**config.mk**
```make
export PLATFORM = sky130hd
export DESIGN_NAME = dly_lane_loader
export DESIGN_NICKNAME = d
export VERILOG_FILES = /design/src/rtl/dly_lane_loader.sv
export SDC_FILE = /design/constraint.sdc
export NUM_CORES = 1
export LEC_CHECK = 0
export CAP_MARGIN = 25
export CORE_AREA = 2 2 154 156
export CTS_CLUSTER_SIZE = 30
export DETAILED_ROUTE_END_ITERATION = 7
export DIE_AREA = 0 0 156 158
export PLACE_DENSITY_LB_ADDON = 0.15
export SLEW_MARGIN = 10
export SYNTH_ARGS = -nofsm -noshare
export SYNTH_HDL_FRONTEND = slang
export SYNTH_SLANG_ARGS = --single-unit
```
**constraint.sdc**
```tcl
create_clock -name clk_div -period 3.16 [get_ports clk_div]
set_input_delay 0.474 -clock clk_div [delete_from_list [all_inputs] [get_ports clk_div]]
set_output_delay 0.474 -clock clk_div [all_outputs]
set_load 0.005 [all_outputs]
```
**src/rtl/dly_lane_loader.sv**
```systemverilog
// dly_lane_loader
// Delay-programming sequencer for one DDR3 byte lane. Holds output and input
// delay values for every delay element of the lane (DQ0..DQ7, DM, DQS) and, on
// request, walks through the elements one per cycle on the shared dly_data bus
// with per-element set strobes, then applies all masked elements together with
// a single ld strobe, waits for the delay lines to settle and reports done.
//
// Ports
//   clk_div     clock shared with the delay pipes
//   rst_n       synchronous active-low reset
//   tbl_we      table write strobe
//   tbl_addr    {dir, idx[3:0]}; dir 1 = output delay, 0 = input delay
//   tbl_wdata   table write value
//   tbl_rdata   registered table read (write-through on same-address write)
//   req         load request (level, sampled only when idle)
//   req_dir     1 = program ODELAYs, 0 = IDELAYs
//   req_mask    elements to program
//   ack         one-cycle pulse: request accepted
//   busy        operation in progress (through the done cycle)
//   done        one-cycle pulse: delays applied and settled
//   dly_data    shared delay value bus, 0 outside the set phase
//   set_odelay  per-element value-latch strobes, output direction
//   set_idelay  per-element value-latch strobes, input direction
//   ld_odelay   per-element apply strobes, output direction
//   ld_idelay   per-element apply strobes, input direction
//
// state  | meaning
// IDLE   | waiting for req
// SET    | one element per cycle on dly_data with its set strobe
// LD     | one-cycle simultaneous apply of all masked elements
// SETTLE | down-counter wait for the delay lines to settle
// DONE   | one-cycle done pulse, busy still high
module dly_lane_loader #(
    parameter int NUM_DLY       = 10,
    parameter int SETTLE_CYCLES = 4
) (
    input  logic               clk_div,
    input  logic               rst_n,
    input  logic               tbl_we,
    input  logic [4:0]         tbl_addr,
    input  logic [7:0]         tbl_wdata,
    output logic [7:0]         tbl_rdata,
    input  logic               req,
    input  logic               req_dir,
    input  logic [NUM_DLY-1:0] req_mask,
    output logic               ack,
    output logic               busy,
    output logic               done,
    output logic [7:0]         dly_data,
    output logic [NUM_DLY-1:0] set_odelay,
    output logic [NUM_DLY-1:0] set_idelay,
    output logic [NUM_DLY-1:0] ld_odelay,
    output logic [NUM_DLY-1:0] ld_idelay
);

    localparam logic [3:0] LAST_IDX    = 4'(NUM_DLY - 1);
    localparam logic [3:0] SETTLE_LOAD = 4'(SETTLE_CYCLES - 1);

    typedef enum logic [2:0] {
        S_IDLE,
        S_SET,
        S_LD,
        S_SETTLE,
        S_DONE
    } state_t;

    state_t             state_q, state_d;
    logic [3:0]         idx_q, idx_d;
    logic [3:0]         settle_q, settle_d;
    logic               dir_q, dir_d;
    logic [NUM_DLY-1:0] mask_q, mask_d;

    logic [7:0]         tbl_out [NUM_DLY];
    logic [7:0]         tbl_in  [NUM_DLY];

    logic               ack_d, busy_d, done_d;
    logic [7:0]         dly_data_d;
    logic [7:0]         rdata_d;
    logic [NUM_DLY-1:0] set_vec;
    logic [NUM_DLY-1:0] set_o_d, set_i_d, ld_o_d, ld_i_d;

    // ---------------- delay table ----------------
    // Out-of-range indices match no entry, so such writes are dropped.
    always_ff @(posedge clk_div) begin
        if (!rst_n) begin
            for (int i = 0; i < NUM_DLY; i++) begin
                tbl_out[i] <= '0;
                tbl_in[i]  <= '0;
            end
        end else if (tbl_we) begin
            for (int i = 0; i < NUM_DLY; i++) begin
                if (tbl_addr[3:0] == 4'(i)) begin
                    if (tbl_addr[4]) tbl_out[i] <= tbl_wdata;
                    else             tbl_in[i]  <= tbl_wdata;
                end
            end
        end
    end

    // Read port forwards a same-cycle write so software sees its data at once.
    always_comb begin
        rdata_d = '0;
        for (int i = 0; i < NUM_DLY; i++) begin
            if (tbl_addr[3:0] == 4'(i)) begin
                if (tbl_we)           rdata_d = tbl_wdata;
                else if (tbl_addr[4]) rdata_d = tbl_out[i];
                else                  rdata_d = tbl_in[i];
            end
        end
    end

    // ---------------- FSM state register ----------------
    always_ff @(posedge clk_div) begin
        if (!rst_n) begin
            state_q  <= S_IDLE;
            idx_q    <= '0;
            settle_q <= '0;
            dir_q    <= 1'b0;
            mask_q   <= '0;
        end else begin
            state_q  <= state_d;
            idx_q    <= idx_d;
            settle_q <= settle_d;
            dir_q    <= dir_d;
            mask_q   <= mask_d;
        end
    end

    // ---------------- next state and next outputs ----------------
    // Outputs are registered, so they are derived from the next state: the
    // values latched on an edge describe the cycle that edge starts.
    always_comb begin
        state_d    = state_q;
        idx_d      = idx_q;
        settle_d   = settle_q;
        dir_d      = dir_q;
        mask_d     = mask_q;
        ack_d      = 1'b0;
        dly_data_d = '0;
        set_vec    = '0;
        set_o_d    = '0;
        set_i_d    = '0;
        ld_o_d     = '0;
        ld_i_d     = '0;

        case (state_q)
            S_IDLE: begin
                if (req) begin
                    dir_d   = req_dir;
                    mask_d  = req_mask;
                    idx_d   = '0;
                    ack_d   = 1'b1;
                    state_d = S_SET;
                end
            end
            S_SET: begin
                if (idx_q == LAST_IDX) state_d = S_LD;
                else                   idx_d   = idx_q + 4'd1;
            end
            S_LD: begin
                settle_d = SETTLE_LOAD;
                state_d  = S_SETTLE;
            end
            S_SETTLE: begin
                if (settle_q == 4'd0) state_d  = S_DONE;
                else                  settle_d = settle_q - 4'd1;
            end
            S_DONE: state_d = S_IDLE;
            default: state_d = S_IDLE;
        endcase

        busy_d = (state_d != S_IDLE);
        done_d = (state_d == S_DONE);

        if (state_d == S_SET) begin
            for (int i = 0; i < NUM_DLY; i++) begin
                if (idx_d == 4'(i)) begin
                    dly_data_d = dir_d ? tbl_out[i] : tbl_in[i];
                    set_vec[i] = mask_d[i];
                end
            end
            if (dir_d) set_o_d = set_vec;
            else       set_i_d = set_vec;
        end

        if (state_d == S_LD) begin
            if (dir_d) ld_o_d = mask_d;
            else       ld_i_d = mask_d;
        end
    end

    // ---------------- output registers ----------------
    always_ff @(posedge clk_div) begin
        if (!rst_n) begin
            tbl_rdata  <= '0;
            ack        <= 1'b0;
            busy       <= 1'b0;
            done       <= 1'b0;
            dly_data   <= '0;
            set_odelay <= '0;
            set_idelay <= '0;
            ld_odelay  <= '0;
            ld_idelay  <= '0;
        end else begin
            tbl_rdata  <= rdata_d;
            ack        <= ack_d;
            busy       <= busy_d;
            done       <= done_d;
            dly_data   <= dly_data_d;
            set_odelay <= set_o_d;
            set_idelay <= set_i_d;
            ld_odelay  <= ld_o_d;
            ld_idelay  <= ld_i_d;
        end
    end

endmodule

```
Word-level counts from Yosys, hierarchy flattened
Memories as Yosys holds them, arrays and structs flattened.
Index checks and enable logic that the tools add are counted.
- add/subtract/negate cells: 2
- reductions and logical operators: 13
- bitwise gates (word level): 23
- eq/ne operators: 26
- mux-type cells: 177
- operator list (kind ; count):
    two-way mux 8 bit ; 70
    two-way mux 1 bit ; 96
    == test 4 x 3 -> 1 bit (second input constant) ; 8
    == test 4 bit (second input constant) ; 5
    two-way mux 10 bit ; 2
    bitwise OR 1 bit ; 20
    == test 4 x 2 -> 1 bit (second input constant) ; 4
    one-hot mux 4 bit (2 select lines) ; 2
    zero test 4 bit ; 3
    two-way mux 4 bit ; 3
    one-hot mux 3 bit (4 select lines) ; 1
    == test 3 x 2 -> 1 bit (second input constant) ; 3
    two-way mux 3 bit ; 3
    == test 4 x 1 -> 1 bit (second input constant) ; 2
    == test 3 x 1 -> 1 bit (second input constant) ; 2
    AND reduction 2 bit ; 3
    AND reduction 3 bit ; 2
    OR reduction 3 bit ; 2
    adder 4 x 1 -> 4 bit (second input constant) ; 1
    subtractor 4 x 1 -> 4 bit (second input constant) ; 1
    == test 3 bit (second input constant) ; 1
    zero test 3 bit ; 1
    inverter 1 bit ; 3
    nonzero test 3 bit ; 1
    2 further kinds ; 2
- RAM bits: 160
- register bits: 81
- output and inout bits: 59
- logic and storage cells: 257
- memories: 2
- memory list (memory ; depth ; bits a word ; rd ports ; clocked after memory_dff ; write ports ; RTL line ; RTL):
    tbl_in ; 10 ; 8 ; 10 ; 0 ; 10 ; 74 ; logic [7:0] tbl_in [NUM_DLY];
    tbl_out ; 10 ; 8 ; 10 ; 0 ; 10 ; 73 ; logic [7:0] tbl_out [NUM_DLY];

Logic depth before layout (Yosys ltp)
Gate-level depths: netlist of run 1.
- depth after elaboration: 14
- mapped depth: 12
- depth with buffers taken out: 9

Worst setup path after synthesis of run 1
OpenSTA, ideal clock, no wires.
- path type: input-to-reg
- start: input tbl_addr[4]
- end: memory tbl_out[4][0] (enable)
- stages: 7
- path buffers: 5
- slack: 187 ps
- data arrival time: 2589 ps
- required time: 2776 ps
- path through: buf_2 -> buf_2 -> buf_2 -> buf_2 -> buf_2 -> nand2_1 -> o21ai_0
- RTL lines (what ; RTL line ; RTL):
    start: declaration ; 40 ; input logic [4:0] tbl_addr,
    end: declaration ; 73 ;

Worst setup path in the final report of run 1
- start: register idx_q[1]
- end: register dly_data[2]
- longest elaborated chain between the ends: 14
- elaborated cells between the ends (all ways): 29
- those cells by class: add/sub: 1; eq/ne: 11; mux: 15; reduce/logical: 2
- RTL lines (what ; RTL line ; RTL):
    start: declaration ; 68 ; logic [3:0] idx_q, idx_d;
    start signal: assignment ; 122 ; idx_q <= idx_d;
    adder 4 x 1 -> 4 bit or == test 4 bit (tied branches) ; 158, 157 ;
    two-way mux 4 bit ; 157 ; if (idx_q == LAST_IDX) state_d = S_LD;
    one-hot mux 4 bit (2 select lines) ; 146 ; case (state_q)
    zero test 4 bit ; 177 ; if (idx_d == 4'(i)) begin
    two-way mux 8 bit (10 in a row) ; 177 ;
    end signal: assignment ; 209 ; dly_data <= dly_data_d;
    end: declaration ; 49 ; output logic [7:0] dly_data,
Several ways; a longest one is shown, not always the timed one.
A chain may end at the register's enable or synchronous reset.

==> results of run 1 <==
==> cells in the mapped netlist (all sizes together), types with 2 or more instances <==
library cell  instances
and2                167
edfxtp              160
nand2               109
dfxtp                81
nor2                 80
mux2i                66
o21ai                61
clkbuf               51
nor3                 30
nor2b                29
nand3                27
a21oi                25
buf                  23
mux4                 20
mux2                 18
a211oi               16
o22ai                12
nor4                  9
a32oi                 8
nand2b                7
a2111oi               6
a31oi                 6
a22oi                 5
a311o                 5
and3                  5
inv                   5
o2111ai               5
o211ai                5
o21a                  5
o2bb2ai               5
or2                   4
or3                   4
a311oi                3
ha                    3
o22a                  3
a211o                 2
a21boi                2
a221o                 2
a221oi                2
a31o                  2
nand4b                2
nor3b                 2
o211a                 2
o31ai                 2
o32a                  2
==> cell families (layout without fill, tap and decap cells) <==
| logic type | after synthesis | in the layout | share of synthesized area |
|---|---|---|---|
| AND/OR/NAND/NOR | 481 | 481 | 0.211 |
| flip-flops | 241 | 241 | 0.539 |
| AO/OA/AOI/OAI | 191 | 191 | 0.108 |
| multiplexers | 104 | 104 | 0.110 |
| buffers and inverters | 80 | 210 | 0.0295 |
| adder cells (fa/ha/maj) | 3 | 3 | 0.00315 |
==> worst max-delay path: cells and delay by family (launching register included) <==
kind                     cells  cell delay (ns)
AND/OR/NAND/NOR              4             1.12
flip-flops                   1             0.40
AO/OA/AOI/OAI                2             0.37
multiplexers                 1             0.36
buffers and inverters        2             0.30
adder cells (fa/ha/maj)      1             0.19
==> metal layers <==
| metal | GRT usage | vias up | routed length [microns] |
|---|---|---|---|
| met3 | 0.0638 | 132 | 3400 |
| met1 | 0.386 | 4421 | 14500 |
| met4 | 0.131 | 4 | 1790 |
| li1 | - | 4228 | - |
| met5 | 0 | - | 25 |
| met2 | 0.466 | 501 | 16100 |
==> cell type report <==
cell class	instances	share of cell area
Inverter	6	0.00157
Sequential cell	241	0.449
Tap cell	290	0.0254
Timing Repair Buffer	157	0.100
Clock inverter	14	0.00936
Clock buffer	33	0.0532
Multi-Input combinational cell	779	0.361
==> sequential cells by signal (all words and copies together), names as in the netlist, 4 cells and up <==
name,cells
set_odelay,10
tbl_out,80
dly_data,8
ld_odelay,10
tbl_in,80
ld_idelay,10
mask_q,10
settle_q,4
idx_q,4
set_idelay,10
tbl_rdata,8
==> placed cells by master (no fill, tap or decap), drive strengths merged, types with 6 or more instances in the layout <==
cell | netlist | layout
edfxtp | 160 | 160
and2 | 167 | 167
inv | 5 | 9
mux2i | 66 | 66
a2111oi | 6 | 6
nor2 | 80 | 80
a32oi | 8 | 8
buf | 23 | 73
a31oi | 6 | 6
nor3 | 30 | 30
nand2b | 7 | 7
mux2 | 18 | 18
clkdlybuf4s50 | 0 | 84
nor4 | 9 | 9
clkbuf | 51 | 33
a21oi | 25 | 25
nand3 | 27 | 27
a211oi | 16 | 16
dfxtp | 81 | 81
clkinv | 1 | 8
nor2b | 29 | 29
o22ai | 12 | 12
nand2 | 109 | 109
mux4 | 20 | 20
o21ai | 61 | 61
==> worst max-delay path by stage <==
stage	endpoint	slack, ns	cells after the start
after global routing	dly_data[2]	0.20	10
after floorplan	tbl_out[4][0]	0.19	7
final	dly_data[2]	0.37	10
after detailed placement	dly_data[4]	-0.02	9
after CTS	dly_data[4]	0.39	10
after global placement	dly_data[4]	0.05	9
==> stage by stage <==
step,setup slack [ns],cells,TNS [ns],util,total power [mW]
after floorplan,0.187,1100,0,-,4.17
after global placement,0.0490,1473,0,0.582,4.58
after detailed placement,-0.0185,1473,-0.0185,0.582,4.59
after CTS,0.390,1520,0,0.621,7.69
after global routing,0.201,1520,0,0.621,7.91
final,0.366,1520,0,0.621,7.69
==> power by group <==
part           leakage (nW)  switching [mW]  total [mW]  internal [mW]
Sequential             2.18           0.122        3.63           3.51
Clock                 0.442            1.27        3.13           1.87
Combinational          2.61           0.527       0.918          0.391
Total                  5.23            1.92        7.69           5.77
==> metrics.md, run 1 <==
| Metric | Value |
|---|---|
| Synth area leader | `edfxtp_1` |
| WHS | `0.446 ns` |
| RD Place Congestion | `between 0.9 and 1` |
| CP required | `3.64 ns` |
| RR Endpoint | `dly_data[2]` |
| Fmax achieved | `358 MHz` |
| Post-route ant nets | `0` |
| Post-synth ARST share | `0` |
| Final setup vio count | `0` |
| CP arrival | `3.28 ns` |
| Slew of the pin with the lowest slew margin | `1.11 ns` |
| Worst Skew | `between 0.02 and 0.025 ns` |
| Grt total ovfl | `0` |
| Hold endpoint | `state_q[1]` |
| Clock transition at the registers of the reported paths | `approximately 0.07 ns` |
| Area of placed instances | `about 13,000 sq um` |
| Area of the multi-input gates | `between 5000 and 6000 sq um` |
| GRT Total Usage | `0.293` |
| Filler cells | `~1.8k` |
| Die Area | `between 20,000 and 25,000 sq um` |
| CP startpoint kind | `register` |
| Post-DR wirelength/cell | `23.6 microns` |
| Max Root-Sink Buffers | `3` |
| DR DRC count | `0` |
| Sink Count | `241` |
| Die H | `approximately 160 microns` |
| Reg-to-Reg Start | `idx_q[1]` |
| Synthesis-to-layout area growth | `20.0%` |
| Antenna diodes | `0` |
| Final min period | `2.79 ns` |
| CP Cell Sequence | `inv_1, ha_1, and3b_1, or3_1, mux2_2, or3_1, buf_4, a21oi_1, nor3_1, a21oi_1` |
| Register Area | `6430 sq um` |
| Final #Nets | `1,242` |
| IO Port Bufs | `86` |
| LEAKAGE | `5.23 nW` |
| H-tree depth | `1` |
| Final hold vios | `0` |
| DP Wirelength | `roughly 26 mm` |
| Core ar. | `23,100 sq um` |
| Pin count of the biggest net entering global routing | `68` |
| First-pass iteration count of the detailed router | `6` |
| Crit share post-route | `0.884` |
| CTS buffer count | `26` |
| R2r setup slk | `0.37 ns` |
| CTS tree | `yes` |
| Post-Syn Area | `11,900 sq um` |
| Max Cap Viol | `0` |
| Worst VDD drop | `0.000474 V` |
| Crit path max-delay cell type | `or3_1` |
| Netlist cell types | `66` |
| Number of synthesized flops with an enable pin | `160` |
| Status | `completed` |
| Cell Pwr Density | `537 nW/um^2` |
| Synth top area cells | `edfxtp_1 (40%), dfxtp_1 (14%), and2_1 (8.8%), mux2i_1 (5.5%), mux4_2 (3.8%)` |
| Post-Synthesis Cells | `approximately 1.1k` |
| Largest stage delay, worst path | `0.44 ns` |
| Synthesized area per cell | `10.8 sq um` |
| Post-route cell area | `14,300 sq um` |
| FF+latch count, synth | `between 200 and 250` |
| Root cell of the clock tree | `clkbuf_16` |
| Hold path start | `rst_n` |
| Max_slew headroom | `0.260` |
| Share of cells above drive strength 1 | `0.133` |
| Worst skew pair latency | `0.55 ns` |
| Initial Utilization | `0.517` |
| # Post-CTS Setup Buffers | `0` |
| RSZ-0062 raised after global routing | `false` |
| CP startpoint | `idx_q[1]` |
| Yosys top cell area share | `0.403` |
| Pins Over Slew Limit | `0` |
| Routed wire length | `35.9 mm` |
| Global-route wire length before repair | `approximately 53 mm` |
| Reg2reg path depth | `10` |
| Post-CTS resize count | `0` |
| CP Capture Type | `register` |
| Total number of vias | `9,286` |
| Seq/Total Area, Yosys | `0.539` |
| Worst setup path category | `reg -> reg` |
| Max FO, Critical Path | `7` |
| # hold bufs at CTS | `0` |
| Drt initial violations | `1,087` |
| Ys Warns | `0` |
| Num ports | `87` |
| Most used DFF post-synth | `edfxtp_1` |
| Initial antenna violation count | `2` |
| Vias in the first global route | `between 8k and 9k` |
| Die Width | `156 microns` |
| Vias per std cell | `~6.1` |
| Post-Syn Nets | `1,131` |
| Row count | `between 50 and 60` |
| Hold Crit Depth | `2` |
| Min-delay worst type | `in -> reg` |
Note: power is estimated with default switching activity, not from simulation.
==> inputs of run 2 (changes only) <==
PLACE_DENSITY = 0.75   (was not set)
PLACE_DENSITY_LB_ADDON = not set   (was 0.15)
==> run 2 against run 1 <==
Net effect:
- sequential power about the same
- cell count increased by 0.46%
- register-to-register slack got worse by 0.14 ns
- hold slack improved by 0.075 ns
- setup slack got worse by 0.14 ns
- largest cell class unchanged
- total power increased by 0.14%
- utilization increased by 0.31 points
- critical path type unchanged
- combinational power increased by 4.4%
==> metrics.md, run 2 (synthesis gave the netlist of run 1 again) <==
| Metric | Value |
|---|---|
| Status | `completed` |
| Antenna diodes | `0 (unchanged)` |
| CP Cell Sequence | `inv_1, ha_1, nand3b_1, nand2_1, o21ai_1, nor3_1, buf_4, a311oi_1, o2111ai_1, o211ai_1` |
| Sink Count | `241 (unchanged)` |
| # Post-CTS Setup Buffers | `0 (unchanged)` |
| Die Width | `156 microns (unchanged)` |
| Worst Path Buf+Inv | `2 (unchanged)` |
| Share of cells above drive strength 1 | `0.140 (+0.00733)` |
| Clock share of power | `0.405 (-0.003)` |
| Sum of negative setup slack | `0 ns (unchanged)` |
| Total number of vias | `9,374 (+0.95%)` |
| Fmax achieved | `341 MHz (-4.7%)` |
| Post-route ant nets | `0 (unchanged)` |
| Core ar. | `23,100 sq um (unchanged)` |
| Final setup vio count | `0 (unchanged)` |
| Crit share post-route | `0.928 (+0.0436)` |
| H-tree depth | `1 (unchanged)` |
| Placed instance count | `1,478 (+0.34%)` |
| Commonest non-fill, non-tap cell in the layout | `and2_1` |
| Vias in the first global route | `8,917 (+1.6%)` |
| CP delay by family, top | `compound AO/OA/AOI/OAI gates` |
| Slew of the pin with the lowest slew margin | `1.00 ns (-0.104 ns)` |
| CP startpoint kind | `register` |
| RD Place Congestion | `0.988 (+0.16%)` |
| Worst setup path category | `reg -> reg` |
| Synthesis-to-layout area growth | `20.6%` |
| LEAKAGE | `5.27 nW (+0.79%)` |
| Max_slew headroom | `0.327 (+0.0668)` |
| Die H | `158 microns (unchanged)` |
| Pin count of the biggest net entering global routing | `38 (-44%)` |
| Crit path max-delay cell type | `o21ai_1` |
| Max Root-Sink Buffers | `3 (unchanged)` |
| CP Capture Type | `register` |
| First-pass iteration count of the detailed router | `5 (-1)` |
| Post-DR wirelength/cell | `23.9 microns (+1.2%)` |
| DP Wirelength | `26.7 mm (+1.4%)` |
| Worst Skew | `0.0125 ns (-0.00804 ns)` |
| Sw Share | `0.248 (-0.000665)` |
| Worst VDD drop | `0.000401 V (-15%)` |
| CTS buffer count | `26 (unchanged)` |
| Max FO, Critical Path | `14 (+7)` |
| Num ports | `87 (unchanged)` |
| Root cell of the clock tree | `clkbuf_16` |
| Final #Nets | `1,248 (+0.48%)` |
| Post-CTS resize count | `0 (unchanged)` |
| DR DRC count | `0 (unchanged)` |
| Final hold vios | `0 (unchanged)` |
| Finished Layout Cells | `1,527 (+0.46%)` |
| Initial Utilization | `0.517 (unchanged)` |
| Die Area | `24,600 sq um (unchanged)` |
| Final min period | `2.93 ns (+0.138 ns)` |
| Psw | `1.91 mW (-0.13%)` |
| Post-route cell area | `14,400 sq um (+0.50%)` |
| GRT Total Usage | `0.299 (+0.00675)` |
| Max Cap Viol | `0 (unchanged)` |
| Initial antenna violation count | `0 (-2)` |
| Clock transition at the registers of the reported paths | `0.07 ns (about the same)` |
| Most frequent cells in the layout | `and2_1 (167), edfxtp_1 (160), nand2_1 (109), clkdlybuf4s50_1 (84), dfxtp_1 (81)` |
| Min-delay worst type | `reg -> reg` |
| Row count | `56 (unchanged)` |
| Sequential cell fraction of total power | `0.470 (-0.003)` |
| Global-route wire length before repair | `54.6 mm (+2.1%)` |
| Combinational Power Share | `0.124 (+0.005)` |
| IO Port Bufs | `86 (unchanged)` |
| Routed wire length | `36.5 mm (+1.7%)` |
| P_int | `5.78 mW (+0.22%)` |
| Cell Pwr Density | `535 nW/um^2 (-0.36%)` |
| CTS tree | `yes` |
| R2r setup slk | `0.23 ns (-0.14 ns)` |
| CP arrival | `3.39 ns (+0.11 ns)` |
| RSZ-0062 raised after global routing | `false` |
| # hold bufs at CTS | `0 (unchanged)` |
| Worst skew pair latency | `0.54 ns (about the same)` |
| Pins Over Slew Limit | `0 (unchanged)` |
| Largest regs | `tbl_in (80), tbl_out (80)` |
| Area of placed instances | `13,500 sq um (+0.34%)` |
| Largest stage delay, worst path | `0.82 ns (+0.38 ns)` |
| CP required | `3.62 ns (-0.02 ns)` |
| Vias per std cell | `6.14 (+0.48%)` |
| Drt initial violations | `962 (-11%)` |
| Grt total ovfl | `0 (unchanged)` |
[run 2: cell types whose count changed in the layout (fill, tap and decap cells not counted)]
cell       change
bufinv_16      -2
inv_6          -1
clkbuf_1       +1
clkinv_1       -3
clkinv_2       +3
clkbuf_16      +1
clkinv_4       -2
buf_4          +4
inv_1          -1
clkbuf_8       +5
buf_8          +2
[run 2: layout make-up]
cell class	instances	area, sq um
Multi-Input combinational cell	779	5170
Clock buffer	40	858
Fill cell	1821	8670
Sequential cell	241	6430
Tap cell	290	363
Timing Repair Buffer	163	1500
Inverter	6	22.5
Clock inverter	8	47.5
[run 2: layer usage]
metal | vias up | GRT usage | wire length [microns]
li1 | 4239 | - | -
met1 | 4512 | 0.398 | 14700
met2 | 541 | 0.480 | 16600
met3 | 82 | 0.0649 | 3730
met4 | 0 | 0.122 | 1490
met5 | - | 0 | 0
[run 2: path summary, 6_finish.rpt]
path,startpoint,end,depth (start not counted)
setup reg to reg,idx_q[1],dly_data[7],10
hold / removal,settle_q[2],settle_q[2],2
setup / recovery,idx_q[1],dly_data[7],10
hold reg to reg,settle_q[2],settle_q[2],2
[run 2: worst reg2reg max path: cells and delay by family, from the launching register on]
family          cells  cell delay (ns)
compound gates      4             1.53
fa+ha+maj           1             0.20
buf+inv             2             0.33
flops               1             0.39
simple gates        3             0.41
[run 2: power groups by stage]
stage / sequential, mW / combinational [mW] / clock, mW
finish: 3.62 / 0.958 / 3.12
CTS: 3.62 / 0.937 / 3.13
global placement: 3.68 / 0.921 / 0
global route: 3.63 / 1.02 / 3.25
detailed placement: 3.68 / 0.931 / 0
floorplan: 3.63 / 0.546 / 0
[run 2: through the flow]
stage                     total power, mW  hold WS (ns)  setup WS [ns]  utilization
final                                7.70         0.522          0.228        0.624
after global routing                 7.90         0.553         0.0260        0.624
after CTS                            7.69         0.523          0.234        0.623
after detailed placement             4.61         0.522         0.0653        0.584
after global placement               4.60         0.502         0.0564        0.583
after floorplan                      4.17         0.476          0.187            -
==> inputs of run 3 (changes only) <==
GPL_TIMING_DRIVEN = 0   (was not set)
==> run 3 against run 2 <==
Net effect:
- the run now ends with setup timing left
- critical path type is now in -> reg
- combinational power is 5% higher
- utilization is 0.82 points lower
- critical endpoint is now tbl_in[9][7]
- routed wire length is 11% higher
- global-route usage is 2.9 points higher
- clock skew hardly changed
- clock-buffer cell count is 1 lower
==> metrics.md, run 3 (synthesis gave the netlist of run 1 again) <==
| Metric | Value |
|---|---|
| Placed instance count | `1,481 (+0.20%)` |
| Worst Skew | `0.0125 ns (-0.000000400 ns)` |
| Crit path max-delay cell type | `nor2_1` |
| Num ports | `87 (unchanged)` |
| Cell Pwr Density | `540 nW/um^2 (+0.86%)` |
| Core ar. | `23,100 sq um (unchanged)` |
| Worst skew pair latency | `0.53 ns (about the same)` |
| Pin count of the biggest net entering global routing | `15 (-61%)` |
| Worst slack at placement | `-0.930 ns (-0.996 ns)` |
| Pins Over Slew Limit | `0 (unchanged)` |
| R2r setup slk | `0.01 ns (-0.22 ns)` |
| Global-route wire length before repair | `58.5 mm (+7.3%)` |
| Synthesis-to-layout area growth | `19.0%` |
| Grt total ovfl | `0 (unchanged)` |
| CP Cell Sequence | `clkdlybuf4s50_1, clkbuf_1, clkinv_1, nor2_1, nand2_1, nor2_1, and2_1` |
| Vias in the first global route | `9,194 (+3.1%)` |
| CTS tree | `yes` |
| Final #Nets | `1,252 (+0.32%)` |
| Clock transition at the registers of the reported paths | `0.06 ns (about the same)` |
| Row count | `56 (unchanged)` |
| Finished Layout Cells | `1,530 (+0.20%)` |
| CP Capture Type | `register` |
| RD Place Congestion | `1.01 (+1.9%)` |
| Worst VDD drop | `0.000349 V (-13%)` |
| Drt initial violations | `1,228 (+28%)` |
| Max FO, Critical Path | `10 (-4)` |
| Reg-to-Reg Start | `state_q[0]` |
| Initial Utilization | `0.517 (unchanged)` |
| IO Port Bufs | `84 (-2.3%)` |
| DP Wirelength | `29.3 mm (+9.8%)` |
| # hold bufs at CTS | `0 (unchanged)` |
| Share of cells above drive strength 1 | `0.122 (-0.0180)` |
| CP startpoint | `tbl_we` |
| Failing checks | `setup timing` |
| Most frequent cells in the layout | `and2_1 (167), edfxtp_1 (160), nand2_1 (109), clkdlybuf4s50_1 (84), dfxtp_1 (81)` |
| CP arrival | `3.59 ns (+0.20 ns)` |
| Worst setup path category | `in -> reg` |
| DR DRC count | `0 (unchanged)` |
| Worst Setup Slack, final | `-0.0493 ns (-0.278 ns)` |
| GRT Total Usage | `0.328 (+0.0287)` |
| Largest stage delay, worst path | `0.58 ns (-0.24 ns)` |
| CP required | `3.54 ns (-0.08 ns)` |
| H-tree depth | `1 (unchanged)` |
| Max_slew headroom | `0.366 (+0.0395)` |
| Die Width | `156 microns (unchanged)` |
| Commonest non-fill, non-tap cell in the layout | `and2_1` |
| Post-DR wirelength/cell | `26.4 microns (+10%)` |
| Final setup vio count | `4 (+4)` |
| RR Endpoint | `dly_data[7]` |
| Status | `finished, violations left` |
| Max Root-Sink Buffers | `3 (unchanged)` |
| Initial antenna violation count | `3 (+3)` |
| Post-route ant nets | `0 (unchanged)` |
| CP endpoint | `tbl_in[9][7]` |
| Sink Count | `241 (unchanged)` |
| First-pass iteration count of the detailed router | `8 (+3)` |
| Overall Power | `7.66 mW (-0.48%)` |
| Cell mode on critical path | `nor2_1` |
| Die H | `158 microns (unchanged)` |
| Total number of vias | `9,819 (+4.7%)` |
| RSZ-0062 raised after global routing | `true` |
| Largest regs | `tbl_in (80), tbl_out (80)` |
| Vias per std cell | `6.42 (+4.5%)` |
| Root cell of the clock tree | `clkbuf_16` |
| CP startpoint kind | `input port` |
| Crit share post-route | `1.02 (+0.0879)` |
| Final min period | `3.21 ns (+0.278 ns)` |
| CTS buffer count | `25 (-3.8%)` |
| Filler cells | `1,869 (+2.6%)` |
| Routed wire length | `40.4 mm (+11%)` |
| LEAKAGE | `5.10 nW (-3.3%)` |
| Fmax achieved | `312 MHz (-8.7%)` |
| Reg2reg path depth | `11 (+1)` |
| Min-delay worst type | `reg -> reg` |
| Final hold vios | `0 (unchanged)` |
| Die Area | `24,600 sq um (unchanged)` |
| Slew of the pin with the lowest slew margin | `0.951 ns (-0.0525 ns)` |
| Max Cap Viol | `0 (unchanged)` |
==> run 3: layout make-up <==
cell class	instances	area [sq um]	area share
clock buffers	39	816	0.0575
flip-flops and latches	241	6430	0.453
repair buffers	94	903	0.0637
plain buffers	74	353	0.0249
inverters	6	22.5	0.00159
well taps	290	363	0.0256
multi-input cells	779	5270	0.371
diodes	1	2.50	0.000176
clock inverters	6	38.8	0.00273
==> run 3: power breakdown <==
group          switching (mW)  internal [mW]
Clock                    1.27           1.78
Combinational           0.646          0.365
Sequential             0.0904           3.51
==> run 3: through the flow <==
step | util | cell area (sq um) | setup TNS, ns | hold WS, ns
6_report | 0.616 | 14200 | -0.0580 | 0.522
4_1_cts | 0.610 | 14100 | -0.580 | 0.529
3_3_place_gp | 0.570 | 13100 | -179.90 | 0.507
3_5_place_dp | 0.572 | 13200 | -149.15 | 0.518
2_1_floorplan | - | 11900 | 0 | 0.476
5_1_grt | 0.615 | 14200 | -0.0595 | 0.569
==> run 3: per-layer routing <==
metal  global-route usage  share of wire
met1                0.431           0.39
met2                0.513           0.44
met3               0.0808           0.12
met4                0.159          0.056
met5                    0        0.00069
==> run 3: worst min path at each step <==
stage	from	endpoint	cells after the start	slack (ns)
global placement	settle_q[2]	settle_q[2]	2	0.51
detailed placement	settle_q[1]	settle_q[1]	1	0.52
global route	settle_q[1]	settle_q[1]	1	0.57
finish	settle_q[2]	settle_q[2]	2	0.52
CTS	settle_q[2]	settle_q[2]	2	0.53
floorplan	settle_q[2]	settle_q[2]	2	0.48
==> run 3: critical path: cells and delay by family <==
family,cells,cell delay (ns)
and+or+nand+nor,4,1.51
buffers and inverters,3,1.59
==> run 3: timing repair <==
| action | in CTS | in global routing |
|---|---|---|
| pin swaps | 0 | 1 |
| hold endpoints to repair | 0 | 0 |
| gates resized for setup | 26 | 30 |
| setup endpoints to repair | 107 | 128 |
| setup buffers | 0 | 1 |
